**src/rtl/vga_pkg.sv**
```systemverilog
// Shared VGA constants, the RGB444 pixel type and the built-in sprite pattern.
package vga_pkg;

  localparam int H_ACTIVE = 640;
  localparam int V_ACTIVE = 480;

  localparam int RGB_W = 12;
  typedef logic [RGB_W-1:0] rgb_t;

  localparam rgb_t DEF_BG_COLOR  = 12'h8CF;
  localparam rgb_t DEF_KEY_COLOR = 12'hF0F;

  // Sprite texel for a given animation frame, row and column.
  // Frame 0 is solid green; every later frame is tinted by its index in the
  // red nibble and has a transparent top-left texel.
  function automatic rgb_t spriteTexel(input int frame, input int row, input int col);
    rgb_t texel;
    if (frame == 0) begin
      texel = 12'h0F0;
    end else if ((row == 0) && (col == 0)) begin
      texel = DEF_KEY_COLOR;
    end else begin
      texel = {frame[3:0], 8'h42};
    end
    return texel;
  endfunction

endpackage

```
**src/rtl/sprite_rom.sv**
```systemverilog
// Synchronous-read sprite ROM, one cycle of latency, 12-bit RGB444 texels.
// The address is {frame, row, column}; contents come from the package pattern.
module sprite_rom
  import vga_pkg::*;
#(
  parameter int XW = 5,
  parameter int YW = 5,
  parameter int FW = 2,
  parameter int AW = FW + YW + XW
) (
  input  logic          clk,
  input  logic [AW-1:0] i_addr,
  output rgb_t          o_data
);

  logic [XW-1:0] w_col;
  logic [YW-1:0] w_row;
  logic [FW-1:0] w_frame;
  rgb_t          r_data;

  assign w_col   = i_addr[XW-1:0];
  assign w_row   = i_addr[XW +: YW];
  assign w_frame = i_addr[AW-1 -: FW];

  // Registered read: data for an address appears one clock later.
  always_ff @(posedge clk) begin
    r_data <= spriteTexel(int'(w_frame), int'(w_row), int'(w_col));
  end

  assign o_data = r_data;

endmodule

```
**src/rtl/pig_sprite_render.sv**
```systemverilog
// Pixel stage after the VGA timing generator: draws an animated, colour-keyed
// sprite over a flat background with a 2-clock RGB pipeline and matching syncs.
module pig_sprite_render
  import vga_pkg::*;
#(
  parameter int   SPR_W     = 32,
  parameter int   SPR_H     = 32,
  parameter int   N_FRAMES  = 4,
  parameter int   FRAME_DIV = 6,
  parameter rgb_t BG_COLOR  = DEF_BG_COLOR,
  parameter rgb_t KEY_COLOR = DEF_KEY_COLOR
) (
  input  logic       clk,
  input  logic       clr,
  input  logic [9:0] pixel_x,
  input  logic [9:0] pixel_y,
  input  logic       video_on,
  input  logic       hsync_in,
  input  logic       vsync_in,
  input  logic [9:0] pos_x,
  input  logic [9:0] pos_y,
  input  logic       anim_en,
  output logic [11:0] rgb,
  output logic       hsync,
  output logic       vsync,
  output logic       frame_tick
);

  localparam int XW = (SPR_W > 1) ? $clog2(SPR_W) : 1;
  localparam int YW = (SPR_H > 1) ? $clog2(SPR_H) : 1;
  localparam int FW = (N_FRAMES > 1) ? $clog2(N_FRAMES) : 1;
  localparam int DW = (FRAME_DIV > 1) ? $clog2(FRAME_DIV) : 1;
  localparam int AW = FW + YW + XW;

  // Shadow position, animation state and latch pulse
  logic [9:0]    r_sx;
  logic [9:0]    r_sy;
  logic [FW-1:0] r_animIdx;
  logic [DW-1:0] r_div;
  logic          r_frameTick;

  // Pipeline registers
  logic r_videoOn1;
  logic r_inSpr1;
  logic r_hsync1;
  logic r_vsync1;
  rgb_t r_rgb;
  logic r_hsync2;
  logic r_vsync2;

  // Combinational helpers
  logic          w_latch;
  logic [10:0]   w_px;
  logic [10:0]   w_py;
  logic [10:0]   w_xLo;
  logic [10:0]   w_xHi;
  logic [10:0]   w_yLo;
  logic [10:0]   w_yHi;
  logic          w_inSpr;
  logic [XW-1:0] w_dx;
  logic [YW-1:0] w_dy;
  logic [AW-1:0] w_addr;
  rgb_t          w_romData;

  // The first pixel of the first blanking line is the only moment the
  // shadow position and animation state may change.
  assign w_latch = (pixel_x == 10'd0) && (pixel_y == 10'(V_ACTIVE));

  // Bounds are compared in 11 bits so a sprite near the right or bottom
  // edge clips instead of wrapping around to column or row 0.
  assign w_px    = {1'b0, pixel_x};
  assign w_py    = {1'b0, pixel_y};
  assign w_xLo   = {1'b0, r_sx};
  assign w_yLo   = {1'b0, r_sy};
  assign w_xHi   = w_xLo + 11'(SPR_W);
  assign w_yHi   = w_yLo + 11'(SPR_H);
  assign w_inSpr = (w_px >= w_xLo) && (w_px < w_xHi) &&
                   (w_py >= w_yLo) && (w_py < w_yHi);

  // Only the low bits of the sprite-relative offsets address the ROM; the
  // low bits of a difference equal the difference of the low bits.
  assign w_dx   = pixel_x[XW-1:0] - r_sx[XW-1:0];
  assign w_dy   = pixel_y[YW-1:0] - r_sy[YW-1:0];
  assign w_addr = {r_animIdx, w_dy, w_dx};

  // Capture position, pulse frame_tick and step the animation divider at each latch.
  always_ff @(posedge clk or posedge clr) begin
    if (clr) begin
      r_sx        <= '0;
      r_sy        <= '0;
      r_animIdx   <= '0;
      r_div       <= '0;
      r_frameTick <= 1'b0;
    end else begin
      r_frameTick <= w_latch;
      if (w_latch) begin
        r_sx <= pos_x;
        r_sy <= pos_y;
        if (r_div == DW'(FRAME_DIV - 1)) begin
          r_div <= '0;
          if (anim_en && (N_FRAMES > 1)) begin
            r_animIdx <= r_animIdx + FW'(1);
          end
        end else begin
          r_div <= r_div + DW'(1);
        end
      end
    end
  end

  // The ROM register forms the data half of stage 1.
  sprite_rom #(
    .XW(XW),
    .YW(YW),
    .FW(FW),
    .AW(AW)
  ) u_spriteRom (
    .clk   (clk),
    .i_addr(w_addr),
    .o_data(w_romData)
  );

  // Stage 1: register the flags that travel alongside the ROM read.
  always_ff @(posedge clk or posedge clr) begin
    if (clr) begin
      r_videoOn1 <= 1'b0;
      r_inSpr1   <= 1'b0;
      r_hsync1   <= 1'b0;
      r_vsync1   <= 1'b0;
    end else begin
      r_videoOn1 <= video_on;
      r_inSpr1   <= w_inSpr;
      r_hsync1   <= hsync_in;
      r_vsync1   <= vsync_in;
    end
  end

  // Stage 2: pick blank, background/transparent or sprite colour and align syncs.
  always_ff @(posedge clk or posedge clr) begin
    if (clr) begin
      r_rgb    <= '0;
      r_hsync2 <= 1'b0;
      r_vsync2 <= 1'b0;
    end else begin
      r_hsync2 <= r_hsync1;
      r_vsync2 <= r_vsync1;
      if (!r_videoOn1) begin
        r_rgb <= '0;
      end else if (!r_inSpr1 || (w_romData == KEY_COLOR)) begin
        r_rgb <= BG_COLOR;
      end else begin
        r_rgb <= w_romData;
      end
    end
  end

  assign rgb        = r_rgb;
  assign hsync      = r_hsync2;
  assign vsync      = r_vsync2;
  assign frame_tick = r_frameTick;

endmodule

```
**config.mk**
```make
export PLATFORM = sky130hd
export DESIGN_NAME = pig_sprite_render
export DESIGN_NICKNAME = d
export VERILOG_FILES = /design/src/rtl/vga_pkg.sv /design/src/rtl/sprite_rom.sv /design/src/rtl/pig_sprite_render.sv
export SDC_FILE = /design/constraint.sdc
export NUM_CORES = 1
export LEC_CHECK = 0
export ABC_AREA = 1
export BUFFER_PORTS_ARGS = -buffer_cell sky130_fd_sc_hd__buf_2
export CORE_UTILIZATION = 55
export CTS_CLUSTER_SIZE = 28
export DETAILED_ROUTE_END_ITERATION = 10
export PLACE_DENSITY = 0.92
export SLEW_MARGIN = 10
export SYNTH_ARGS = -nofsm -noshare
export SYNTH_HDL_FRONTEND = slang
export SYNTH_SLANG_ARGS = --single-unit
```
**constraint.sdc**
```tcl
create_clock -name clk -period 2.07 [get_ports clk]
set_input_delay 0.1035 -clock clk [delete_from_list [all_inputs] [get_ports clk]]
set_output_delay 0.1035 -clock clk [all_outputs]
set_load 0.02 [all_outputs]
```
==> impl_metrics.csv <==
group,metric,value,unit
grt,grt_overflow,0,
route,drtIter0Drc,99,
floorplan,fp-row-count,26,
synthesis,synth.largest_area_cell,"dfrtp_1",
cts,cts_setup_buffers,0,
timing,finalClockSkew,8.75,ps
route,vias_per_cell,4.81,
timing,hold_slack,7.29,ps
floorplan,pin_count,61,
setup_path,arrival,2070,ps
setup_path,timing.rr.start,"r_sx[5]$_DFFE_PP0P_",
floorplan,die_x,74.8,um
route,wl_per_cell,10.6,um
power,p_sw,0.000439,W
placement,post_dp_cell_area,3260,um2
setup_path,rr_worst_depth,12,
synthesis,yosysUniqueCellTypes,26,
route,drc,0,
synthesis,ys_seq_elements,46,
timing,tightestPinTransition,616,ps
setup_path,critPathRequiredTime,2320,ps
min_path,whs_path_depth,3,
min_path,holdPathEnd,"r_sy[1]$_DFFE_PP0P_",
floorplan,core,5110,um2
cells_and_area,drive_gt1_share,16.1,%
cells_and_area,final_area,3440,um2
floorplan,start_util,57.1,%
synthesis,synthTopCellsByArea,"dfrtp_1 (34%), ha_1 (14%), nand2_1 (14%), inv_1 (8.4%), nand3_1 (5.1%)",
setup_path,cp_max_fo,4,
placement,gp_congestion,0.895,
timing,hold_violations,0,
synthesis,seq_area_frac_synth,38.4,%
setup_path,reg2reg_to,"r_inSpr1$_DFF_PP0_",
grt,track_usage,21.4,%
timing,setup_slack,248,ps
cts,cts_tree,"yes",
cells_and_area,diodes,0,
timing,post-route-period-util,88.0,%
cts,cts_buffers,5,
floorplan,dieArea,5600,um2
placement,post-place-ws,272,ps
synthesis,netlist_instances,387,
power,power_leakage,2.01,nW
timing,fin_setup_tns,0,ps
power,pwr-share-clk,33.7,%
power,ir_worst_vdd,415,uV
grt,grt_pass1_wl,9090,um
cts,cts.clk_slew.worst_paths,90,ps
power,p_seq_share,54.2,%
timing,report.final.setup_viol,0,
run,drv_cap,0,
synthesis,syn_area,2920,um2
cts,clockRootBuffer,"clkbuf_8",
cells_and_area,fin_nets,537,
route,drtPass1Iterations,5,
setup_path,crit_type,"flip-flop to flip-flop",
route,routed_wl,5620,um
min_path,min-delay-start,"pos_y[1]",
route,final_antenna_net_count,0,
placement,port_buffers,60,
cells_and_area,fillCellCount,436,
timing,max_slew_margin,58.6,%
synthesis,synth_top_area_share,34.3,%
grt,antenna_found_initial,0,
cts,clk_latency,310,ps
setup_path,crit_path_end_kind,"flip-flop",
floorplan,die_y,74.8,um
timing,period_needed,1820,ps
cells_and_area,area_growth,17.9,%
power,combPwrFrac,12.1,%
min_path,hp-class,"primary input to flip-flop",
power,internal-power,0.00123,W
placement,dp_hpwl,4400,um
cts,cts_max_path_buffers,2,
cts,clock-sinks,46,
setup_path,worstSetupStartpointType,"flip-flop",
timing,grt_setup_unrepaired,"no",
setup_path,r2r_slack,250,ps
synthesis,syn-num-nets,466,
timing,fmax,549,MHz
synthesis,yosysWarningCount,0,
grt,grt_max_degree,41,
cts,htreeDepth,2,
grt,grt_pass1_vias,2252,
route,num_vias,2546,
power,switching_share,26.2,%
outcome,status,"finished clean",
power,p_per_area,487,nW/um2
timing,slew_viol_final,0,
synthesis,syn_area_per_cell,7.54,um2
-- worst max-delay path, stage by stage, from the launching register on --
cell and delay [ps]:
dfrtp_1 410, ha_1 210, nand2_1 70, o21ai_0 140, o21ai_0 110, ha_1 300, nand3_1 110, inv_1 50
nand3_1 80, nor2_1 40, nor2_1 90, nand3_1 70, nor2_1 80
-- cell usage after synthesis (all sizes together) --
cell type	instances
nand2	110
inv	65
dfrtp	40
nor2	35
ha	33
nand3	31
o21ai	23
a21oi	13
buf	8
dfxtp	6
nor3	5
xor2	5
a21o	2
nand3b	2
nand4	2
xnor2	2
and2	1
nor3b	1
o21a	1
o31ai	1
or2	1
-- layout by cell type (no fill, tap or decap), types with 2 or more instances in the layout --
master,n
nand2_1,110
inv_1,65
buf_2,60
dfrtp_1,40
nor2_1,33
ha_1,33
nand3_1,30
a21oi_1,13
o21ai_0,12
o21ai_1,11
dlygate4sd3_1,9
dfxtp_1,6
nor3_1,5
xor2_1,5
clkbuf_8,5
buf_4,3
nand4_1,2
xnor2_1,2
nand3b_1,2
a21o_1,2
-- repair_timing --
item,CTS,global route
gates resized for setup,0,0
hold endpoints to repair,48,0
hold buffers,9,0
-- power groups by stage --
| stage | combinational [W] | clock (W) | sequential, W |
|---|---|---|---|
| final | 0.000202 | 0.000565 | 0.000908 |
| after global routing | 0.000228 | 0.000616 | 0.000909 |
| after CTS | 0.000202 | 0.000581 | 0.000908 |
| after detailed placement | 0.000188 | 0 | 0.000926 |
| after global placement | 0.000181 | 0 | 0.000926 |
| after floorplan | 0.0000977 | 0 | 0.000934 |
-- state kept, by name, indices dropped and copies added (netlist names) --
signal / flops
r_sx: 10
r_sy: 10
rgb: 8
u_spriteRom.o_data: 6
r_div: 3
r_animIdx: 2
frame_tick: 1
hsync: 1
r_hsync1: 1
r_inSpr1: 1
r_videoOn1: 1
r_vsync1: 1
vsync: 1
-- cell families (layout without fill, tap and decap cells) --
kind of cell             after synthesis  count (layout)  share of synthesized area [%]
adder cells (fa/ha/maj)               33              33                           14.2
AO/OA/AOI/OAI                         40              40                           7.21
XOR/XNOR                               7               7                           2.10
buffers and inverters                 73             145                           10.8
AND/OR/NAND/NOR                      188             188                           27.3
flip-flops                            46              46                           38.4
-- cell type report --
class	instances	area, um2	share of cell area (%)
clock inverter	3	25.0	0.728
tap	70	87.6	2.55
sequential	46	1120	32.6
timing repair buffer	72	413	12.0
multi-input combinational	268	1480	43.0
inverter	65	244	7.09
clock buffer	5	68.8	2.00
-- metal layers --
metal / part of all wire, % / global-route usage [%] / vias to the layer above
met5: 0 / 0 / -
met4: 1.6 / 7.55 / 0
li1: - / - / 1360
met2: 47 / 38.5 / 65
met1: 47 / 25.7 / 1113
met3: 3.9 / 3.88 / 8
-- how the worst max path moves through the flow --
| stage | from | cells past startpoint | end | slack, ps |
|---|---|---|---|---|
| finish | r_sx[5]$_DFFE_PP0P_ | 12 | r_inSpr1$_DFF_PP0_ | 250 |
| global route | r_sx[6]$_DFFE_PP0P_ | 12 | r_inSpr1$_DFF_PP0_ | 60 |
| CTS | r_sx[6]$_DFFE_PP0P_ | 12 | r_inSpr1$_DFF_PP0_ | 260 |
| detailed placement | r_sx[5]$_DFFE_PP0P_ | 12 | r_inSpr1$_DFF_PP0_ | 270 |
| global placement | r_sx[5]$_DFFE_PP0P_ | 12 | r_inSpr1$_DFF_PP0_ | 370 |
| floorplan | r_sx[5]$_DFFE_PP0P_ | 12 | r_inSpr1$_DFF_PP0_ | 440 |
-- metrics by stage --
step,total power [W],cells,util (%)
3_3_place_gp,0.00111,512,63.7
4_1_cts,0.00169,529,67.3
5_1_grt,0.00175,529,67.3
3_5_place_dp,0.00111,512,63.7
6_report,0.00167,529,67.3
2_1_floorplan,0.00103,387,-
No activity file was read; power rests on OpenSTA's default activity.
